<file path="config.mk">
export PLATFORM = sky130hd
export DESIGN_NAME = ps2_scan_sequencer
export DESIGN_NICKNAME = d
export VERILOG_FILES = /design/src/rtl/ps2_pkg.sv /design/src/rtl/ps2_scan_sequencer.sv
export SDC_FILE = /design/constraint.sdc
export NUM_CORES = 1
export LEC_CHECK = 0
export CAP_MARGIN = 20
export CORE_ASPECT_RATIO = 1.2
export CORE_UTILIZATION = 52
export CTS_CLUSTER_DIAMETER = 50
export CTS_CLUSTER_SIZE = 16
export DETAILED_ROUTE_END_ITERATION = 12
export HOLD_SLACK_MARGIN = 0.08
export PLACE_DENSITY = 0.82
export REMOVE_ABC_BUFFERS = 1
export SETUP_SLACK_MARGIN = 0.5
export SLEW_MARGIN = 10
export SYNTH_ARGS = -nofsm -noshare
export SYNTH_HDL_FRONTEND = slang
export SYNTH_SLANG_ARGS = --single-unit
</file>
<file path="constraint.sdc">
create_clock -name clk -period 3.4 [get_ports clk]
set_input_delay 0.68 -clock clk [delete_from_list [all_inputs] [get_ports clk]]
set_output_delay 0.68 -clock clk [all_outputs]
set_load 0.1 [all_outputs]
</file>
<file path="src/rtl/ps2_pkg.sv">
// ps2_pkg: shared definitions for the PS/2 scan sequencer.
//   SC_*          Set-2 prefix and receiver error byte values
//   seq_state_e   sequencer FSM states
//   key_evt_t     one decoded key event {code, ext, brk, rpt}
package ps2_pkg;

  localparam logic [7:0] SC_EXT   = 8'hE0;
  localparam logic [7:0] SC_BREAK = 8'hF0;
  localparam logic [7:0] SC_ERR0  = 8'h00;
  localparam logic [7:0] SC_ERRF  = 8'hFF;

  typedef enum logic [1:0] {
    ST_IDLE,
    ST_POP,
    ST_DECODE,
    ST_EMIT
  } seq_state_e;

  // rpt: press of the key that is already held (typematic repeat)
  typedef struct packed {
    logic [7:0] code;
    logic       ext;
    logic       brk;
    logic       rpt;
  } key_evt_t;

endpackage

</file>
<file path="src/rtl/ps2_scan_sequencer.sv">
// ps2_scan_sequencer: pops bytes from the PS/2 receiver FIFO, folds E0/F0
// prefixes into single key events and tracks the held key.
//   clk, rst                 clock, synchronous active-high reset
//   rx_data/rx_ready         receiver FIFO head byte / non-empty
//   rx_overflow              receiver overflow flag (latched into ovf_err)
//   rx_nextdata_n            active-low one-cycle pop strobe
//   evt_valid/evt_ready      event handshake; evt_code/ext/break/repeat payload
//   key_held/held_code       currently held key {ext, code}
//   press_count              non-repeat presses, 8-bit wrap
//   ovf_err/ovf_clr          sticky overflow flag and its clear
module ps2_scan_sequencer
  import ps2_pkg::*;
#(
  parameter int REPEAT_FILTER  = 1,
  parameter int PREFIX_TIMEOUT = 0
) (
  input  logic       clk,
  input  logic       rst,
  input  logic [7:0] rx_data,
  input  logic       rx_ready,
  input  logic       rx_overflow,
  output logic       rx_nextdata_n,
  output logic       evt_valid,
  input  logic       evt_ready,
  output logic [7:0] evt_code,
  output logic       evt_ext,
  output logic       evt_break,
  output logic       evt_repeat,
  output logic       key_held,
  output logic [8:0] held_code,
  output logic [7:0] press_count,
  output logic       ovf_err,
  input  logic       ovf_clr
);

  localparam bit          TMO_EN  = (PREFIX_TIMEOUT != 0);
  localparam logic [19:0] TMO_LIM = PREFIX_TIMEOUT[19:0];

  seq_state_e  state_q;
  logic [7:0]  byte_q;
  logic        ext_pend_q, brk_pend_q;
  logic [19:0] tmo_q;
  key_evt_t    evt_q;
  logic        evt_valid_q, nextdata_n_q;
  logic        key_held_q;
  logic [8:0]  held_code_q;
  logic [7:0]  press_count_q;
  logic        ovf_err_q;

  logic [8:0]  cur_key_d;
  logic        is_rep_d;
  logic [19:0] tmo_inc_d;

  assign cur_key_d = {ext_pend_q, byte_q};
  // a make of the key already held is a typematic repeat
  assign is_rep_d  = !brk_pend_q && key_held_q && (cur_key_d == held_code_q);
  assign tmo_inc_d = tmo_q + 20'd1;

  always_ff @(posedge clk) begin
    if (rst) begin
      state_q       <= ST_IDLE;
      byte_q        <= '0;
      ext_pend_q    <= 1'b0;
      brk_pend_q    <= 1'b0;
      tmo_q         <= '0;
      evt_q         <= '0;
      evt_valid_q   <= 1'b0;
      nextdata_n_q  <= 1'b1;
      key_held_q    <= 1'b0;
      held_code_q   <= '0;
      press_count_q <= '0;
      ovf_err_q     <= 1'b0;
    end else begin
      // set has priority over clear
      if (rx_overflow)  ovf_err_q <= 1'b1;
      else if (ovf_clr) ovf_err_q <= 1'b0;

      case (state_q)
        ST_IDLE: begin
          if (rx_ready) begin
            byte_q       <= rx_data;
            tmo_q        <= '0;
            nextdata_n_q <= 1'b0;
            state_q      <= ST_POP;
          end else if (TMO_EN && (ext_pend_q || brk_pend_q)) begin
            // a prefix left dangling too long is dropped
            if (tmo_inc_d == TMO_LIM) begin
              ext_pend_q <= 1'b0;
              brk_pend_q <= 1'b0;
              tmo_q      <= '0;
            end else begin
              tmo_q <= tmo_inc_d;
            end
          end
        end
        ST_POP: begin
          nextdata_n_q <= 1'b1;
          state_q      <= ST_DECODE;
        end
        ST_DECODE: begin
          state_q <= ST_IDLE;
          if (byte_q == SC_EXT) begin
            ext_pend_q <= 1'b1;
          end else if (byte_q == SC_BREAK) begin
            brk_pend_q <= 1'b1;
          end else if (byte_q == SC_ERR0 || byte_q == SC_ERRF) begin
            ext_pend_q <= 1'b0;
            brk_pend_q <= 1'b0;
          end else begin
            ext_pend_q <= 1'b0;
            brk_pend_q <= 1'b0;
            if (!(is_rep_d && REPEAT_FILTER != 0)) begin
              evt_q <= '{code: byte_q, ext: ext_pend_q, brk: brk_pend_q, rpt: is_rep_d};
              if (!brk_pend_q && !is_rep_d) begin
                key_held_q    <= 1'b1;
                held_code_q   <= cur_key_d;
                press_count_q <= press_count_q + 8'd1;
              end else if (brk_pend_q && cur_key_d == held_code_q) begin
                key_held_q <= 1'b0;
              end
              evt_valid_q <= 1'b1;
              state_q     <= ST_EMIT;
            end
          end
        end
        ST_EMIT: begin
          // no pops while the consumer stalls; the FIFO absorbs backpressure
          if (evt_ready) begin
            evt_valid_q <= 1'b0;
            state_q     <= ST_IDLE;
          end
        end
        default: state_q <= ST_IDLE;
      endcase
    end
  end

  assign rx_nextdata_n = nextdata_n_q;
  assign evt_valid     = evt_valid_q;
  assign evt_code      = evt_q.code;
  assign evt_ext       = evt_q.ext;
  assign evt_break     = evt_q.brk;
  assign evt_repeat    = evt_q.rpt;
  assign key_held      = key_held_q;
  assign held_code     = held_code_q;
  assign press_count   = press_count_q;
  assign ovf_err       = ovf_err_q;

endmodule

</file>
==> results.txt <==
The via count of the first global-routing pass is approximately 1,400. The clock input transition at the sequential cells of the worst setup and hold paths is 80 ps. The worst register-to-register path begins at byte_q[2].

The number of setup violations in the final report is 0. The signal on the critical path passes through clkdlybuf4s50_1. The via count normalized by instance count came out at 5.36. The count of boundary I/O pins is 46. The initial antenna violation count came to 0.

The number of rows in the core area is 23. Buffers placed on the I/O ports in this run total 44. The cell family contributing the most delay on the critical path is buffers and inverters. At the worst endpoint, the required time is 2720 ps. The number of cells upsized or downsized after cts came out at 0. STA classifies the critical path endpoint as a primary output. The number of cell instances on the worst register-to-register path is 5. The cell sitting at the root of the clock tree is a clkbuf_8. The aggregate negative setup slack is 0 ps.

The endpoint arrival time on the critical path came out at 1810 ps. The core area is 3420 sq um. Cells with a size suffix above 1 make up 14.6% of the layout. The synthesized design contains 43 register bits. The number of buffers on the longest clock path came out at 2.

The total power consumption of the routed design is 1.12 mW. Setup repair after global routing left no endpoint under its margin. The maximum number of pins on one net before global-route repair came out at 31. The power density over cell area came out at 473 nW/um^2.

The DRC violation count after routing came out at 4. The largest individual stage delay along the critical path comes from the cell clkdlybuf4s50_1. The leakage power is about 1 nW. The layout-stage area growth over the synthesis result came out at 23.9%. STA classifies the critical path startpoint as a flop. Leaving out fill and tap cells, the most frequent cell in the layout is dfxtp_1. The post-CTS setup repair buffer count is 0. The flow ran to the end, but the final reports show violations.

The sum of buffers and inverters on the critical path is 1. The endpoint of the worst register-to-register path is evt_code[4]. The post-synthesis async set-or-reset flop share is 0%.

The max-slew violation count is 0. The number of detailed-routing iterations run before antenna repair came out at 8. The total via count in the routed design came out at ~1,500. The die covers 3920 sq um. Detailed placement ended at an HPWL of 2650 microns. The endpoint of the worst hold path is evt_code[7].

The total non-filler cell area in the finished layout is 2370 sq um. After the first detailed-routing iteration, the DRC count stood at 76. The number of standard cells after synthesis is 206. The wire length of the first global-routing pass came out at 6200 microns. Summing the areas of all and, or, nand and nor instances in the mapped netlist gives 20.9% of the synthesized area. The share of the synthesized netlist area taken by xor and xnor gates came out at 4.13%. The width of the die came out at about 57 microns. The worst-case IR drop observed on VDD is between 0.0002 and 0.0003 V. The min-delay analysis places its worst path in the category flop to flop.

The most common flop cell mapped by yosys is dfxtp_1. The multiplexer area fraction after synthesis came out at approximately 16%. The final worst clock skew is approximately 8.0 ps.

The hold buffer count at CTS came out at 0. The total standard cell area after synthesis is 1910 sq um. The post-route fraction of the period consumed by the critical path came out at 73.3%. The hold violation count in the final report came out at 0. The measured slew at the worst slew-check pin is 969 ps. Counting I/O delays and the setup requirement, the final critical path takes approximately 2500 ps. The number of routed nets with antenna violations is 0. The post-synthesis share of cell area spent on full adders, half adders and majority gates came out at 0.655%.

A synthesized cell averages 9.27 sq um. For this configuration, the core starts out at a cell density of 55.8%. At the end of the flow, the number of nets in the layout was 260. The top achievable clock speed is ~0.4 GHz. The number of enable flip-flop cells after synthesis is 0. The post-detailed-placement cell area came out at 2280 sq um. The clock tree from TritonCTS is done. The post-synthesis compound-gate area fraction came out at 8.38%. The clock latency reported for the late side of the worst-skew pair is around 300 ps. The biggest fanout along the worst timing path came out at 4. The placer's final routability congestion estimate is 0.723. The total number of H-tree levels came out at 2. The normalized max-slew margin came out at 35.2%. The total grt overflow is 0. By area, the combinational part of the netlist is dominated by simple AND/OR/NAND/NOR gates. The total routing resource utilization after global routing came out at about a fifth. The start-to-end type of the worst setup path is flop to primary output. The count of cell types in the netlist is between 40 and 50. In the final routed layout, each cell accounts on average for 13.2 microns. The number of sinks handled by clock tree synthesis is 43. The number of antenna diodes in the final layout is 0. During synthesis, Yosys emitted a total of 0 warnings. The checks that failed: design-rule violations. Hold is met by between 400 and 500 ps.

Max-cap violations in this run came to 0. The overall die height is just under 70 microns. In this run the register-to-register setup slack is ~1200 ps. Wires add up to 3740 microns. The peak per-stage delay on the critical path came out at 1140 ps. The instance count along the most critical hold path came out at 2. The proportion of synthesized chip area in sequential cells came out at 45.1%. The worst hold path begins at evt_code[7].

TritonCTS created 5 clock buffers. In the layout the commonest cells are 43 x dfxtp_1, 34 x nand2_1, 27 x mux2i_1.
sequential cells by signal, indices dropped and copies added, names as in the netlist, 2 cells and up:
name	cells
state_q	2
press_count	8
held_code	9
evt_code	8
byte_q	8
cells by family (layout without fill, tap and decap cells):
family | after synthesis | after routing
AOI/OAI and AO/OA | 26 | 26
adders and majority gates | 1 | 1
DFF | 43 | 43
and+or+nand+nor | 78 | 78
other | 1 | 1
buffers and inverters | 18 | 58
muxes | 30 | 30
xor gates and xnor gates | 9 | 9
per-stage QoR:
stage	utilization (%)	worst slack, ps	cells
after floorplan	-	978	193
after global placement	66.6	1030	275
after detailed placement	66.6	1010	275
after CTS	69.1	893	283
after global routing	69.1	846	283
final	69.1	907	283
synthesized netlist by cell type, types with 2 or more instances:
cell type / number / area share (%)
nor2b_1: 4 / 1.3
mux2_1: 2 / 1.2
o21ai_0: 2 / 0.52
buf_6: 2 / 1.2
inv_1: 5 / 0.98
nor4_1: 2 / 0.65
mux2i_1: 27 / 14
nand3_1: 3 / 0.79
nand2_1: 34 / 6.7
or4_1: 4 / 1.6
nor3_1: 3 / 0.79
buf_4: 2 / 0.79
a31oi_1: 2 / 0.65
nor2_1: 15 / 2.9
and3_1: 2 / 0.65
dfxtp_1: 43 / 45
clkbuf_1: 7 / 1.4
a21oi_1: 13 / 3.4
o31ai_1: 4 / 1.6
xor2_1: 9 / 4.1
per-layer routing:
layer / vias up / share of wire (%) / GRT usage [%] / wire [microns]
met3: 5 / 4.6 / 6.24 / 171
met5: - / 0 / 0 / 0
li1: 781 / - / - / -
met4: 0 / 1.6 / 9.15 / 60
met2: 37 / 47 / 37.4 / 1770
met1: 694 / 47 / 23.9 / 1740
area by class of cell:
cell class              instances  area (sq um)
fillers                       290          1060
multi-input cells             145           958
flip-flops and latches         43           861
repair buffers                 45           398
clock buffers                   6          72.6
well taps                      37          46.3
inverters                       5          18.8
clock inverters                 2          12.5
how the worst max path moves through the flow:
stage	from	end	slack [ps]	cells after the start
floorplan	held_code[5]	evt_code[0]	980	5
global placement	rx_ready	byte_q[2]	1030	5
detailed placement	rx_ready	byte_q[3]	1010	5
CTS	press_count[6]	press_count[6]	890	1
global route	press_count[6]	press_count[6]	850	1
finish	press_count[6]	press_count[6]	910	1
power breakdown:
group          switching, mW  internal (mW)  leakage, nW
Sequential            0.0259          0.527        0.349
Combinational          0.168         0.0812        0.617
Clock                  0.174          0.144       0.0412
Total                  0.368          0.752         1.01
(Power assumes the default switching activity.)
